<file path="config.mk">
export PLATFORM = sky130hd
export DESIGN_NAME = kanagawa_delay_tolerant_fifo
export DESIGN_NICKNAME = d
export VERILOG_FILES = /design/src/rtl/kanagawa_delay_tolerant_fifo.sv
export SDC_FILE = /design/constraint.sdc
export NUM_CORES = 1
export LEC_CHECK = 0
export CAP_MARGIN = 20
export CORE_MARGIN = 2
export CORE_UTILIZATION = 60
export CTS_BUF_LIST = sky130_fd_sc_hd__clkbuf_8
export DETAILED_ROUTE_END_ITERATION = 7
export GPL_TIMING_DRIVEN = 0
export PLACE_DENSITY_LB_ADDON = 0.3
export SYNTH_ARGS = -nofsm -noshare
export SYNTH_HDL_FRONTEND = slang
export SYNTH_SLANG_ARGS = --single-unit
</file>
<file path="constraint.sdc">
create_clock -name clk -period 6.2 [get_ports clk]
set_input_delay 1.24 -clock clk [delete_from_list [all_inputs] [get_ports clk]]
set_output_delay 1.24 -clock clk [all_outputs]
set_load 0.05 [all_outputs]
</file>
<file path="src/rtl/kanagawa_delay_tolerant_fifo.sv">
// Show-ahead storage FIFO behind the pre-FIFO delay stage, with almost-full slack for in-flight writes.
// Optional high-water mark output under KANAGAWA_DELAY_TOLERANT_FIFO_WATERMARK_EN.
module kanagawa_delay_tolerant_fifo #(
   parameter int WIDTH             = 16,
   parameter int DEPTH             = 32,
   parameter int ALMOST_FULL_SLACK = 4
) (
   input  logic             clk,
   input  logic             rst_n,
   input  logic             wrreq_in,
   input  logic [WIDTH-1:0] data_in,
   output logic             almost_full_out,
   input  logic             rdreq_in,
   output logic [WIDTH-1:0] data_out,
   output logic             empty_out,
   output logic             overflow_out
`ifdef KANAGAWA_DELAY_TOLERANT_FIFO_WATERMARK_EN
  ,output logic [$clog2(DEPTH):0] high_watermark_out
`endif
);

   localparam int AW = $clog2(DEPTH);
   localparam int CW = AW + 1;

   logic [WIDTH-1:0] mem_q [DEPTH];
   logic [WIDTH-1:0] mem_d [DEPTH];
   logic [AW-1:0]    wr_ptr_q, wr_ptr_d;
   logic [AW-1:0]    rd_ptr_q, rd_ptr_d;
   logic [CW-1:0]    count_q, count_d;
   logic             empty_q, empty_d;
   logic             af_q, af_d;
   logic             ovf_q, ovf_d;
   logic             pop, accept;

   always_comb begin
      pop      = rdreq_in & ~empty_q;
      // a pop in the same cycle frees the slot a full-FIFO write needs
      accept   = wrreq_in & ((count_q < CW'(DEPTH)) | pop);
      count_d  = count_q + CW'(accept) - CW'(pop);
      wr_ptr_d = wr_ptr_q + AW'(accept);
      rd_ptr_d = rd_ptr_q + AW'(pop);
      empty_d  = (count_d == '0);
      af_d     = (count_d >= CW'(DEPTH - ALMOST_FULL_SLACK));
      ovf_d    = ovf_q | (wrreq_in & ~accept);
      mem_d    = mem_q;
      if (accept) mem_d[wr_ptr_q] = data_in;
   end

   always_ff @(posedge clk) begin
      mem_q <= mem_d;
   end

   always_ff @(posedge clk) begin
      if (!rst_n) begin
         wr_ptr_q <= '0;
         rd_ptr_q <= '0;
         count_q  <= '0;
         empty_q  <= 1'b1;
         af_q     <= 1'b1;
         ovf_q    <= 1'b0;
      end else begin
         wr_ptr_q <= wr_ptr_d;
         rd_ptr_q <= rd_ptr_d;
         count_q  <= count_d;
         empty_q  <= empty_d;
         af_q     <= af_d;
         ovf_q    <= ovf_d;
      end
   end

   assign data_out        = empty_q ? '0 : mem_q[rd_ptr_q];
   assign empty_out       = empty_q;
   assign almost_full_out = af_q;
   assign overflow_out    = ovf_q;

`ifdef KANAGAWA_DELAY_TOLERANT_FIFO_WATERMARK_EN
   logic [CW-1:0] hw_q, hw_d;

   always_comb begin
      hw_d = (count_q > hw_q) ? count_q : hw_q;
   end

   always_ff @(posedge clk) begin
      if (!rst_n) hw_q <= '0;
      else        hw_q <= hw_d;
   end

   assign high_watermark_out = hw_q;
`endif

endmodule

</file>
==> impl_summary.txt <==
----------------------------------------------------
[Run status]
  Outcome ... completed

[Global routing]
  Antenna violations before repair ... 0
  Met1 global-route usage ... 0.363
  Global Route met2 Usage ... 0.388
  GRT Max-Usage Layer ... met2
  Overflow left after global routing ... 0
  All-Layer GR Usage ... 0.252
  Met3 global-route usage ... 0.0558
  Largest net degree at the start of global routing ... 33
  Via count of the first global-routing pass ... 10300
  First-pass GRT wire length ... 64.5 mm

[Clock network]
  Post-CTS repair timing setup buffer count ... 0
  Count of hold-fix buffers inserted at cts ... 0
  Number of clock sinks ... 531
  Cts bufs inserted ... a little over 80
  Register clock-pin slew on the reported worst setup and hold paths ... 0.06 ns
  CTS root buf ... sky130_fd_sc_hd__clkbuf_8
  Count of cells resized by post-cts repair ... 0
  H-tree levels ... 3
  Clock tree from TritonCTS ... done
  Number of buffers between clock root and the deepest sink ... 3
  Clk_lat worst skew ... 0.62 ns

[Pwr]
  Switching portion of total power ... 0.251
  Static leakage power ... 0.00748 µW
  Cell internal power dissipation ... 5940 µW
  Combinational share of power ... 0.145
  Pwr Density ... 337 mW/mm²
  Sequential share of power ... 0.508
  Worst supply voltage drop on vdd ... 0.342 mV
  P_sw ... roughly 2000 µW
  Clock group share of total power ... 0.347

[Finish]
  Area taken by multi-input logic gates ... 0.00443 mm²
  Most common cell after layout, fill and taps aside ... sky130_fd_sc_hd__edfxtp_1
  Number of fill cells in the layout ... 1954
  Number of diodes added for antenna fixing ... 0
  Area occupied by registers ... roughly 0.016 mm²
  Final core utilization ... 0.701
  Layout overhead on the synthesized area ... 14.9%
  NumNets Final ... 1163
  Layout cell share with drive strength beyond 1 ... 0.224
  Most used cells in the layout excluding fill and tap cells ... 512 x sky130_fd_sc_hd__edfxtp_1, 87 x sky130_fd_sc_hd__mux4_2, 86 x sky130_fd_sc_hd__clkbuf_8

[Synthesis]
  Number of standard cells after synthesis ... 976
  Average size of a mapped cell ... 21.0 µm²
  Yosys warns ... 0
  Post-Syn Area ... 0.0205 mm²
  Leading area contributor after synthesis ... sky130_fd_sc_hd__edfxtp_1
  Xor/xnor cell area share of the yosys netlist ... 0.00469
  Number of flip-flops and latches in the synthesized netlist ... approximately 530
  Share of synthesized area occupied by flip-flops and latches ... 0.768
  Simple logic cell fraction of the synthesized area ... 0.0179
  Post-synth cell types ... 42
  Synthesized-area fraction occupied by ao, oa, aoi and oai cells ... 0.0449
  Dominant combinational cell family by area after synthesis ... multiplexers
  Share of the synthesized area in the top cell type ... 0.749
  Ranking of synthesized cells by area ... sky130_fd_sc_hd__edfxtp_1 75%, sky130_fd_sc_hd__mux4_2 9.5%, sky130_fd_sc_hd__mux2i_1 3.1%
  Total nets after synthesis ... roughly 1000
  Multiplexer share of the synthesized area ... 0.140
  Area share of fa/ha/maj cells after synthesis ... 0.00707

[Routing]
  Residual DRC count ... 0
  Violation count after the first detailed-route iteration ... 1202
  Vias post-DR ... 10300
  Post-detailed-route wirelength per cell ... between 20 and 30 µm
  Overall routed net length ... roughly 44 mm
  Drt pass-1 iters ... 7
  Via/cell ratio ... 6.28
  Antenna-violating nets left ... 0

[Die]
  Core Rows ... 67
  Horiz. Die Dim ... 189 µm
  Core ar. ... 0.0336 mm²
  Die extent in y ... 189 µm
  Die area ... 0.0357 mm²
  Top-level I/O count ... 39
  Starting utilization of the core area ... 0.611

[STA]
  Setup-failing EPs final ... 0
  Maximum clock frequency ... 0.177 GHz
  Final Critical Period ... 5.66 ns
  Relative slew slack ... 0.215
  Measured slew at the worst slew-check pin ... 1.18 ns
  Final count of hold timing violations ... 0
  Setup TNS ... 0 ns
  Setup repair after global routing missed its margin ... false
  Post-route fraction of the period consumed by the critical path ... 0.913
  Max Transition Viols Final ... 0
  Setup clock skew after layout ... ~0.017 ns

[Job]
  Max-Cap Viols ... 0

[Placement]
  Number of port buffers ... 38
  Gp weighted congestion ... 0.859
  HPWL after detailed placement ... around 29 mm

[Setup path]
  Terminus of the critical flop-to-flop path ... mem_q[26]
  Top Family by Delay on Critical Path ... buffers and inverters
  Longest individual stage delay on the worst path ... 1.04 ns
  Critical path data required time ... 4.96 ns
  CP Data Arrival Time ... 4.42 ns
  Maximum fanout count along the critical path ... 10
  Crit path to ... data_out[8]
  Critical R2R Launch ... empty_out
  Buf/Inv on CP ... 4
  Launching element of the worst setup path ... rd_ptr_q[2]
  Ordered cell list for the critical path ... buf_2 -> buf_4 -> clkbuf_1 -> mux4_2 -> a2111oi_1 -> a211oi_1 -> clkdlybuf4s50_1
  R2R Setup Slk ... about 3 ns
  Type of element launching the critical path ... flip-flop
  CP max stage cell ... sky130_fd_sc_hd__a2111oi_1
  Kind of critical path ... reg -> out
  Logic depth of the worst setup path including buffers ... 7
  Number of cells traversed by the worst register-to-register path ... 8
  CP Capture Type ... output pin

[Worst hold path]
  Type of the most critical hold path ... reg -> reg
  Hold Crit Depth ... 2

----------------------------------------------------
==> worst min-delay path by stage <==
| stage | from | end | slack (ns) |
|---|---|---|---|
| after floorplan | count_q[5] | overflow_out | 0.52 |
| after global placement | overflow_out | overflow_out | 0.46 |
| after detailed placement | overflow_out | overflow_out | 0.50 |
| after CTS | overflow_out | overflow_out | 0.52 |
| after global routing | overflow_out | overflow_out | 0.57 |
| final | overflow_out | overflow_out | 0.51 |
==> cell families (layout without fill, tap and decap cells) <==
group | count (synthesis) | in the layout
flip-flops | 531 | 531
multiplexers | 161 | 161
AO/OA/AOI/OAI | 121 | 121
AND/OR/NAND/NOR | 76 | 76
buffers and inverters | 65 | 283
adder cells (fa/ha/maj) | 11 | 11
XOR/XNOR | 11 | 11
==> sequential cells by signal, summed over array words and instances, names as in the netlist <==
signal / count
mem_q: 512
count_q: 6
empty_out: 1
wr_ptr_q: 5
almost_full_out: 1
rd_ptr_q: 5
overflow_out: 1
==> stage by stage <==
stage	std cells	total power, µW	hold slack (ns)	cell area, µm²	setup slack [ns]
floorplan	976	4860	0.522	20500	2.42
global placement	1462	5200	0.465	21500	1.31
detailed placement	1491	5240	0.503	21900	1.25
CTS	1637	7960	0.522	23500	0.593
global route	1642	8200	0.565	23600	0.616
finish	1642	7930	0.507	23600	0.541
==> worst register-to-register path, delay by kind of cell, from the launching register on <==
family | cells | cell delay [ns]
AND/OR/NAND/NOR | 5 | 1.83
buffers and inverters | 3 | 0.67
flip-flops | 1 | 0.31
==> power groups by stage <==
stage	registers (µW)	clock network, µW	logic (µW)
after floorplan	4120	0	742
after global placement	4110	0	1090
after detailed placement	4110	0	1140
after CTS	4030	2780	1140
after global routing	4030	2950	1220
final	4030	2760	1150
==> Yosys cell counts <==
cell,count
sky130_fd_sc_hd__a21o_1,2
sky130_fd_sc_hd__clkbuf_1,28
sky130_fd_sc_hd__mux2_2,1
sky130_fd_sc_hd__inv_1,9
sky130_fd_sc_hd__mux4_2,87
sky130_fd_sc_hd__nand3_1,7
sky130_fd_sc_hd__nand3b_1,6
sky130_fd_sc_hd__a21oi_1,18
sky130_fd_sc_hd__or3b_2,2
sky130_fd_sc_hd__o21bai_1,1
sky130_fd_sc_hd__xor2_1,5
sky130_fd_sc_hd__a31oi_1,1
sky130_fd_sc_hd__buf_6,4
sky130_fd_sc_hd__and2_1,10
sky130_fd_sc_hd__a22o_1,16
sky130_fd_sc_hd__a311o_1,1
sky130_fd_sc_hd__a2111oi_0,1
sky130_fd_sc_hd__buf_12,3
sky130_fd_sc_hd__a2111oi_2,1
sky130_fd_sc_hd__o21ai_0,2
sky130_fd_sc_hd__nor2_1,41
sky130_fd_sc_hd__a211oi_1,17
sky130_fd_sc_hd__fa_1,1
sky130_fd_sc_hd__nor2b_1,2
sky130_fd_sc_hd__a2111oi_1,14
sky130_fd_sc_hd__buf_2,10
sky130_fd_sc_hd__o31ai_1,1
sky130_fd_sc_hd__xnor2_1,6
sky130_fd_sc_hd__edfxtp_1,512
sky130_fd_sc_hd__nand2_1,4
sky130_fd_sc_hd__dfxtp_1,19
sky130_fd_sc_hd__buf_4,10
sky130_fd_sc_hd__a22oi_1,15
sky130_fd_sc_hd__nand2b_1,1
sky130_fd_sc_hd__or3_1,2
sky130_fd_sc_hd__o22ai_1,16
sky130_fd_sc_hd__buf_1,1
sky130_fd_sc_hd__mux4_1,10
sky130_fd_sc_hd__o221ai_1,15
sky130_fd_sc_hd__or4_1,1
sky130_fd_sc_hd__mux2i_1,63
sky130_fd_sc_hd__ha_1,10
==> metal layers <==
layer / wire length [µm] / part of all wire / vias up
met5: 0 / 0 / -
met4: 1270 / 0.029 / 0
met3: 4240 / 0.096 / 67
met2: 21100 / 0.48 / 533
met1: 17500 / 0.40 / 5283
li1: - / - / 4424
==> layout make-up <==
class / instances / share of cell area
tap: 448 / 0.0238
sequential: 531 / 0.668
clock inverter: 60 / 0.0155
inverter: 9 / 0.00143
buffer: 56 / 0.0144
timing repair buffer: 72 / 0.0383
clock buffer: 86 / 0.0502
multi-input combinational: 380 / 0.188
Note: power is estimated with default switching activity, not from simulation.
